$ cat src/rtl/codec_init_sequencer_pkg.sv
// Shared constants for the WM8731 codec init sequencer: bus register map,
// FSM state encoding and WM8731 I2C packet helpers.
package codec_init_sequencer_pkg;

  localparam logic [2:0] ADDR_I2C_DATA_AUDIO = 3'd1;
  localparam logic [2:0] ADDR_DAC_AUDIO      = 3'd2;

  localparam logic [2:0] ST_IDLE     = 3'd0;
  localparam logic [2:0] ST_RD_REQ   = 3'd1;
  localparam logic [2:0] ST_WR_REQ   = 3'd2;
  localparam logic [2:0] ST_WAIT_IRQ = 3'd3;
  localparam logic [2:0] ST_NEXT     = 3'd4;
  localparam logic [2:0] ST_DONE     = 3'd5;
  localparam logic [2:0] ST_ERROR    = 3'd6;

  localparam logic [7:0]  WM8731_DEV_ADDR = 8'h34;
  localparam logic [23:0] PKT_RESET       = 24'h341E00;
  localparam logic [23:0] PKT_POWER_ON    = 24'h340C00;
  localparam logic [23:0] PKT_ACTIVATE    = 24'h341201;

  // WM8731 packs a 7-bit register number above a 9-bit value.
  function automatic logic [23:0] wm8731_pkt(input logic [6:0] reg_num,
                                             input logic [8:0] val);
    return {WM8731_DEV_ADDR, reg_num, val};
  endfunction

endpackage

$ cat src/rtl/codec_init_rom.sv
// Packet table for the codec init run: index -> 24-bit I2C packet.
// The last used index always returns the activate packet.
module codec_init_rom
  import codec_init_sequencer_pkg::*;
#(
  parameter int INIT_LEN = 10,
  parameter int IDX_W    = 4
) (
  input  logic [IDX_W-1:0] index_i,
  output logic [23:0]      packet_o
);

  logic [31:0] idx32;
  assign idx32 = 32'(index_i);

  always_comb begin
    packet_o = PKT_ACTIVATE;
    if (idx32 != 32'(INIT_LEN - 1)) begin
      case (idx32)
        32'd0:   packet_o = PKT_RESET;
        32'd1:   packet_o = PKT_POWER_ON;
        32'd2:   packet_o = wm8731_pkt(7'h00, 9'h017);
        32'd3:   packet_o = wm8731_pkt(7'h01, 9'h017);
        32'd4:   packet_o = wm8731_pkt(7'h02, 9'h079);
        32'd5:   packet_o = wm8731_pkt(7'h03, 9'h079);
        32'd6:   packet_o = wm8731_pkt(7'h04, 9'h012);
        32'd7:   packet_o = wm8731_pkt(7'h05, 9'h000);
        32'd8:   packet_o = wm8731_pkt(7'h07, 9'h001);
        32'd9:   packet_o = wm8731_pkt(7'h08, 9'h000);
        default: packet_o = PKT_ACTIVATE;
      endcase
    end
  end

endmodule

$ cat src/rtl/codec_init_sequencer.sv
// Codec init sequencer: read-modify-writes INIT_LEN WM8731 packets into the
// I2C data register, waiting for master_irq after each. Timeout option: CODEC_INIT_TIMEOUT_EN.
module codec_init_sequencer
  import codec_init_sequencer_pkg::*;
#(
  parameter int INIT_LEN       = 10,
  parameter int TIMEOUT_CYCLES = 50000
) (
  input  logic        Clk,
  input  logic        Reset,
  input  logic        start,
  output logic        busy,
  output logic        done,
  output logic        error,
  output logic        master_read,
  output logic        master_write,
  output logic        master_chipselect,
  output logic [2:0]  master_address,
  output logic [31:0] master_writedata,
  input  logic [31:0] master_readdata,
  input  logic        master_waitrequest,
  input  logic        master_irq
);

  localparam int IDX_W = (INIT_LEN > 1) ? $clog2(INIT_LEN) : 1;
  localparam logic [IDX_W-1:0] LAST_IDX = IDX_W'(INIT_LEN - 1);

  logic [2:0]       state_q, state_d;
  logic [IDX_W-1:0] index_q, index_d;
  logic             rd_q, rd_d, wr_q, wr_d, cs_q, cs_d;
  logic [2:0]       addr_q, addr_d;
  logic [31:0]      wdata_q, wdata_d;
  logic [7:0]       capt_q, capt_d;
  logic [23:0]      pkt;
  logic             unused_rd;

  assign unused_rd = ^master_readdata[23:0];

  codec_init_rom #(.INIT_LEN(INIT_LEN), .IDX_W(IDX_W)) u_rom (
    .index_i  (index_q),
    .packet_o (pkt)
  );

`ifdef CODEC_INIT_TIMEOUT_EN
  localparam int TMO_W = $clog2(TIMEOUT_CYCLES + 1);
  logic [TMO_W-1:0] tmo_q, tmo_d;
  logic             err_q, err_d;
  assign error = err_q;
`else
  assign error = 1'b0;
`endif

  always_comb begin
    state_d = state_q;
    index_d = index_q;
    rd_d    = rd_q;
    wr_d    = wr_q;
    cs_d    = cs_q;
    addr_d  = addr_q;
    wdata_d = wdata_q;
    capt_d  = capt_q;
`ifdef CODEC_INIT_TIMEOUT_EN
    tmo_d   = tmo_q;
    err_d   = err_q;
`endif
    case (state_q)
      ST_IDLE: if (start) begin
        state_d = ST_RD_REQ;
        index_d = '0;
        rd_d    = 1'b1;
        cs_d    = 1'b1;
        addr_d  = ADDR_I2C_DATA_AUDIO;
`ifdef CODEC_INIT_TIMEOUT_EN
        err_d   = 1'b0;
`endif
      end
      ST_RD_REQ: if (rd_q && !master_waitrequest) begin
        capt_d  = master_readdata[31:24];
        rd_d    = 1'b0;
        cs_d    = 1'b0;
        state_d = ST_WR_REQ;
      end
      // First WR_REQ cycle is the mandatory idle gap after the read.
      ST_WR_REQ: if (!wr_q) begin
        wr_d    = 1'b1;
        cs_d    = 1'b1;
        addr_d  = ADDR_I2C_DATA_AUDIO;
        wdata_d = {capt_q, pkt};
      end else if (!master_waitrequest) begin
        wr_d    = 1'b0;
        cs_d    = 1'b0;
        state_d = ST_WAIT_IRQ;
`ifdef CODEC_INIT_TIMEOUT_EN
        tmo_d   = '0;
`endif
      end
      ST_WAIT_IRQ: if (master_irq) begin
        state_d = ST_NEXT;
`ifdef CODEC_INIT_TIMEOUT_EN
      end else if (tmo_q == TMO_W'(TIMEOUT_CYCLES - 1)) begin
        state_d = ST_ERROR;
        err_d   = 1'b1;
      end else begin
        tmo_d   = tmo_q + 1'b1;
`endif
      end
      ST_NEXT: if (index_q == LAST_IDX) begin
        state_d = ST_DONE;
      end else begin
        index_d = index_q + 1'b1;
        rd_d    = 1'b1;
        cs_d    = 1'b1;
        addr_d  = ADDR_I2C_DATA_AUDIO;
        state_d = ST_RD_REQ;
      end
      default: state_d = ST_IDLE;
    endcase
  end

  always_ff @(posedge Clk) begin
    if (Reset) begin
      state_q <= ST_IDLE;
      index_q <= '0;
      rd_q    <= 1'b0;
      wr_q    <= 1'b0;
      cs_q    <= 1'b0;
      addr_q  <= '0;
      wdata_q <= '0;
      capt_q  <= '0;
`ifdef CODEC_INIT_TIMEOUT_EN
      tmo_q   <= '0;
      err_q   <= 1'b0;
`endif
    end else begin
      state_q <= state_d;
      index_q <= index_d;
      rd_q    <= rd_d;
      wr_q    <= wr_d;
      cs_q    <= cs_d;
      addr_q  <= addr_d;
      wdata_q <= wdata_d;
      capt_q  <= capt_d;
`ifdef CODEC_INIT_TIMEOUT_EN
      tmo_q   <= tmo_d;
      err_q   <= err_d;
`endif
    end
  end

  assign busy              = !Reset && ((state_q != ST_IDLE) || start);
  assign done              = (state_q == ST_DONE);
  assign master_read       = rd_q;
  assign master_write      = wr_q;
  assign master_chipselect = cs_q;
  assign master_address    = addr_q;
  assign master_writedata  = wdata_q;

endmodule

$ cat config.mk
export PLATFORM = sky130hd
export DESIGN_NAME = codec_init_sequencer
export DESIGN_NICKNAME = d
export VERILOG_FILES = /design/src/rtl/codec_init_sequencer_pkg.sv /design/src/rtl/codec_init_rom.sv /design/src/rtl/codec_init_sequencer.sv
export SDC_FILE = /design/constraint.sdc
export NUM_CORES = 1
export LEC_CHECK = 0
export BUFFER_PORTS_ARGS = -buffer_cell sky130_fd_sc_hd__buf_4
export CAP_MARGIN = 40
export CORE_MARGIN = 5
export CORE_UTILIZATION = 40
export DETAILED_ROUTE_END_ITERATION = 6
export HOLD_SLACK_MARGIN = 0.1
export PLACE_DENSITY = 0.69
export SETUP_SLACK_MARGIN = 0.5
export SYNTH_ARGS = -nofsm -noshare
export SYNTH_HDL_FRONTEND = slang
export SYNTH_SLANG_ARGS = --single-unit
$ cat constraint.sdc
create_clock -name Clk -period 2.34 [get_ports Clk]
set_input_delay 0.468 -clock Clk [delete_from_list [all_inputs] [get_ports Clk]]
set_output_delay 0.468 -clock Clk [all_outputs]
set_load 0.05 [all_outputs]
# Yosys cells after proc, flatten, opt, wreduce, memory -nomap -nowiden
# Memory sizes are Yosys's and may differ from the RTL's. A register that Yosys moved wholly into a read port is not among the register bits.
# Index checks and enable logic that the tools add are counted.
dict set report op_classes {
  addsub 1
  n_eq_ne 15
  mux 25
  n_bitwise 1
  n_reduce_logical 18
}
# op count
set op_table {}
lappend op_table {{$mux W24} 1}
lappend op_table {{$mux W3} 8}
lappend op_table {{$mux W4} 4}
lappend op_table {{$pmux W3 S5} 1}
lappend op_table {{$ne A2 B2 Y1 const B} 7}
lappend op_table {{$reduce_and A5 Y1} 2}
lappend op_table {{$pmux W3 S3} 1}
lappend op_table {{$reduce_bool A3 Y1} 3}
lappend op_table {{$pmux W4 S2} 1}
lappend op_table {{$reduce_and A4 Y1} 2}
lappend op_table {{$mux W1} 7}
lappend op_table {{$eq A3 B2 Y1 const B} 2}
lappend op_table {{$eq A3 B3 Y1 const B} 2}
lappend op_table {{$add A4 B1 Y4 const B} 1}
lappend op_table {{$eq A4 B4 Y1 const B} 1}
lappend op_table {{$ne A4 B4 Y1 const B} 1}
lappend op_table {{$pmux W1 S4} 1}
lappend op_table {{$reduce_and A2 Y1} 2}
lappend op_table {{$reduce_bool A4 Y1} 1}
lappend op_table {{$eq A3 B1 Y1 const B} 1}
lappend op_table {{$logic_not A3 Y1} 1}
lappend op_table {{$ne A3 B3 Y1 const B} 1}
lappend op_table {{$pmux W1 S3} 1}
lappend op_table {{$reduce_and A3 Y1} 1}
lappend op_table {{5 further kinds} 7}
dict set report totals {
  register_bits 53
  rom_bits 176
  in_bits 37
  output_inout_bits 41
  elab_cells 69
  mem_count 1
}
# name words width read_ports rd_clocked_by_memory_dff write_ports line_no
set mem_list {}
lappend mem_list {{(no name shown)} 16 11 1 1 0 codec_init_rom.sv:19} ;# case (idx32)

# Logic depth before layout (Yosys ltp)
dict set report logic_depth {
  word_depth 5
  depth_mapped 10
  mapped_depth_nobuf 9
}

# Hierarchy
# Synthesis repeated with hierarchy kept, for this count alone.
dict set report hier_totals {
  cells_unflattened 305
  area_unflattened_um2 2447.3
}
# module n_inst cells_per_inst area_per_inst_um2 seq_area_each_um2
set by_module_without_submodules {}
lappend by_module_without_submodules {codec_init_sequencer 1 256 2077.0 1021.0}
lappend by_module_without_submodules {codec_init_rom 1 49 370.4 0.0}

# Worst setup path before layout
# Ideal clock, no wire load.
dict set report synth_timing {
  path_type {register to register}
  from {register index_q[1]}
  to {register with a tool-made name}
  setup_time_ns 0.078
  t_arrival_ns 2.328
  t_required_ns 2.262
  setup_slack_ns -0.066
  path_stages_with_launch 11
  path_buffers 1
  period_less_slack_ns 2.406
  cell_sequence {dfxtp_1 inv_1 ha_1 and3b_1 buf_6 or4_4 a31oi_1 inv_1 ha_1 o21bai_1 a32oi_1}
}
# item line_no
set synth_lines {}
lappend synth_lines {{from (decl)} codec_init_sequencer.sv:29} ;# logic [IDX_W-1:0] index_q, index_d;
lappend synth_lines {{from (signal assigned)} codec_init_sequencer.sv:136} ;# index_q <= index_d;

==> metrics.md <==
| Metric | Value |
|---|---|
| Vias in the first global route | `1749` |
| Worst-margin pin slew | `0.577 ns` |
| Layout overhead on the synthesized area | `30.4%` |
| Clock slew at reported path FFs | `0.09 ns` |
| CP Capture Type | `register` |
| Critical path type | `register to register` |
| Layout Utilization | `52.9%` |
| Core ar. | `5410 sq um` |
| Pwr per Cell Area | `795 nW/um^2` |
| Die Wd | `84.0 um` |
| Area after DPL | `2560 sq um` |
| I/O pin cnt | `78` |
| Vias per cell | `4.83` |
| Worst path buffer plus inverter count | `3` |
| Skew-Pair Late Insertion Delay | `0.30 ns` |
| Final wirelength | `4920 um` |
| Initial antenna violation count | `0` |
| Fmax | `450 MHz` |
| Drt wl/cell | `12.8 um` |
| CTS tree | `yes` |
| TritonCTS Buffers | `5` |
| Worst VDD drop | `0.357 mV` |
| Max clock buf depth | `2` |
| Row Count | `27` |
| CP max FO | `3` |
| Asr flop ratio synth | `0%` |
| Max-cap viol count | `0` |
| Maximum number of pins on one net before global-route repair | `50` |
| FF+latch count, synth | `46` |
| # clock sinks | `46` |
| Port-buffer cells | `40` |
| Final min period | `2.22 ns` |
| Area leader, netlist | `dfxtp_1` |
| Residual DRC count | `0` |
| Post-Syn Area | `2190 sq um` |
| First-pass GRT wire length | `8150 um` |
| Grt ovf | `0` |
| Hold Path Class | `input pin to register` |
| WP data required | `2.56 ns` |
| Netlist cell types | `48` |
| Period utilization | `94.9%` |
| Most frequent cell after synthesis | `dfxtp_1` |
| Routed Antenna Nets | `0` |
| DRT iter0 DRCs | `82` |
| Fin area | `2860 sq um` |
| Die Ht | `84.0 um` |
| CTS H-Tree Depth | `2` |
| Routability cong. | `0.784` |
| Synth warnings | `0` |
| Synth area leaders | `dfxtp_1 (42%), nand2_1 (7.5%), buf_4 (5.8%), a21oi_1 (5.7%), ha_1 (4.0%)` |
| Vias post-DR | `1855` |
| Nets@finish | `355` |
| First-pass DRT Iterations | `4` |
| Initial Utilization | `40.6%` |
| Post-Synthesis Cells | `258` |
| Die ar. | `7060 sq um` |
| Setup TNS | `0 ns` |
| Clock root buffer | `clkbuf_8` |
| Worst rel slew slack | `61.6%` |
| Fraction of layout cells with a size suffix above 1 | `35.3%` |
| Final Hold Fails | `0` |
| Leak | `1.12 nW` |
| Design Power | `0.00227 W` |
| CP top delay family | `simple AND/OR/NAND/NOR gates` |
| DP HPWL | `3220 um` |
| RSZ-0062 raised after global routing | `true` |
| Setup violators final | `0` |
| Ys flop type | `dfxtp_1` |
| Final Max Slew Viols | `0` |
| Status | `complete, no violations` |
| Worst EP arrival | `2.44 ns` |
| Seq/Total Area, Yosys | `42.0%` |
| Most frequent cells after synthesis | `dfxtp_1 (46), nand2_1 (44), a21oi_1 (25)` |
| Crit path launch type | `register` |
| Crit path cell chain | `inv_2 > ha_4 > and3b_2 > buf_4 > or4_4 > a31oi_4 > inv_2 > ha_4 > o21bai_1 > a32oi_1` |
| Worst Skew | `0.00668 ns` |
| CP max stage delay | `0.43 ns` |
| Highest-delay cell along the critical path | `or4_4` |
| Synth Area per Inst | `8.50 sq um` |
| GR Util All Layers | `14.0%` |
| Synth top area share | `42.0%` |
| Antenna cell count | `0` |
| Post-synth EDFFs | `0` |
final timing paths:
check                           slack, ns                  from  cells after the start              endpoint
worst max register to register       0.12            index_q[1]                     10              register
worst min register to register       0.45  master_writedata[10]                      2  master_writedata[10]
worst min-delay path                 0.41   master_readdata[28]                      3             capt_q[4]
worst max-delay path                 0.12            index_q[1]                     10              register
worst reg2reg max path: stages, from the launching register on:
cell	delay [ns]
dfxtp_2	0.34
inv_2	0.04
ha_4	0.15
and3b_2	0.21
buf_4	0.14
or4_4	0.43
a31oi_4	0.16
inv_2	0.09
ha_4	0.23
o21bai_1	0.14
a32oi_1	0.20
logic make-up after synthesis:
kind of cell    Yosys count  share of synthesized area (%)
simple gates            105                           23.7
flops                    46                           42.0
fa+ha+maj                 7                           4.00
compound gates           57                           17.8
xor+xnor                  2                          0.799
buf+inv                  39                           11.1
other cells               1                          0.171
mux                       1                          0.457
routing by layer:
metal	vias up	routed length [um]	part of all wire (%)	global-route usage, %
met4	0	37	0.75	3.95
li1	960	-	-	-
met5	-	0	0	0
met3	4	246	5.0	3.55
met2	43	2480	51	24.1
met1	848	2150	44	17.2
final cells by class:
type                            instances  area, sq um
Clock buffer                            5         68.8
Timing Repair Buffer                   65          503
Multi-Input combinational cell        185         1200
Tap cell                               72         90.1
Fill cell                             513         2550
Inverter                                8         33.8
Clock inverter                          3         43.8
Sequential cell                        46          923
cell usage in the layout (no fill, tap or decap), drive strengths merged, types with 2 or more instances in the layout:
cell	count
ha	7
dfxtp	46
a21oi	25
clkbuf	5
a211o	3
nand3	12
inv	8
and3	2
nor3	11
nand2	44
a31oi	7
nor2	18
nand2b	5
conb	13
xnor2	2
nor4	3
or4	2
o21ai	9
a2111oi	2
a211oi	4
nor3b	2
buf	65
nand3b	2
metrics by stage:
step | setup WS (ns) | std cells | hold WS (ns)
floorplan | 0.104 | 270 | 0.432
CTS | 0.124 | 381 | 0.403
global placement | 0.115 | 365 | 0.438
global route | 0.0682 | 384 | 0.412
detailed placement | 0.0942 | 365 | 0.441
finish | 0.119 | 384 | 0.413
power by group:
| group | switching, W | internal (W) | total (W) |
|---|---|---|---|
| sequential | 0.0000416 | 0.000852 | 0.000894 |
| combinational | 0.000535 | 0.000247 | 0.000782 |
| clock | 0.000277 | 0.000320 | 0.000598 |
| total | 0.000854 | 0.00142 | 0.00227 |
repair_timing:
action	CTS	global route
setup buffers	8	3
endpoints found under the setup margin	8	17
resized for setup	14	11
hold buffers	0	0
pin swaps	8	9
No activity file was read; power rests on OpenSTA's default activity.
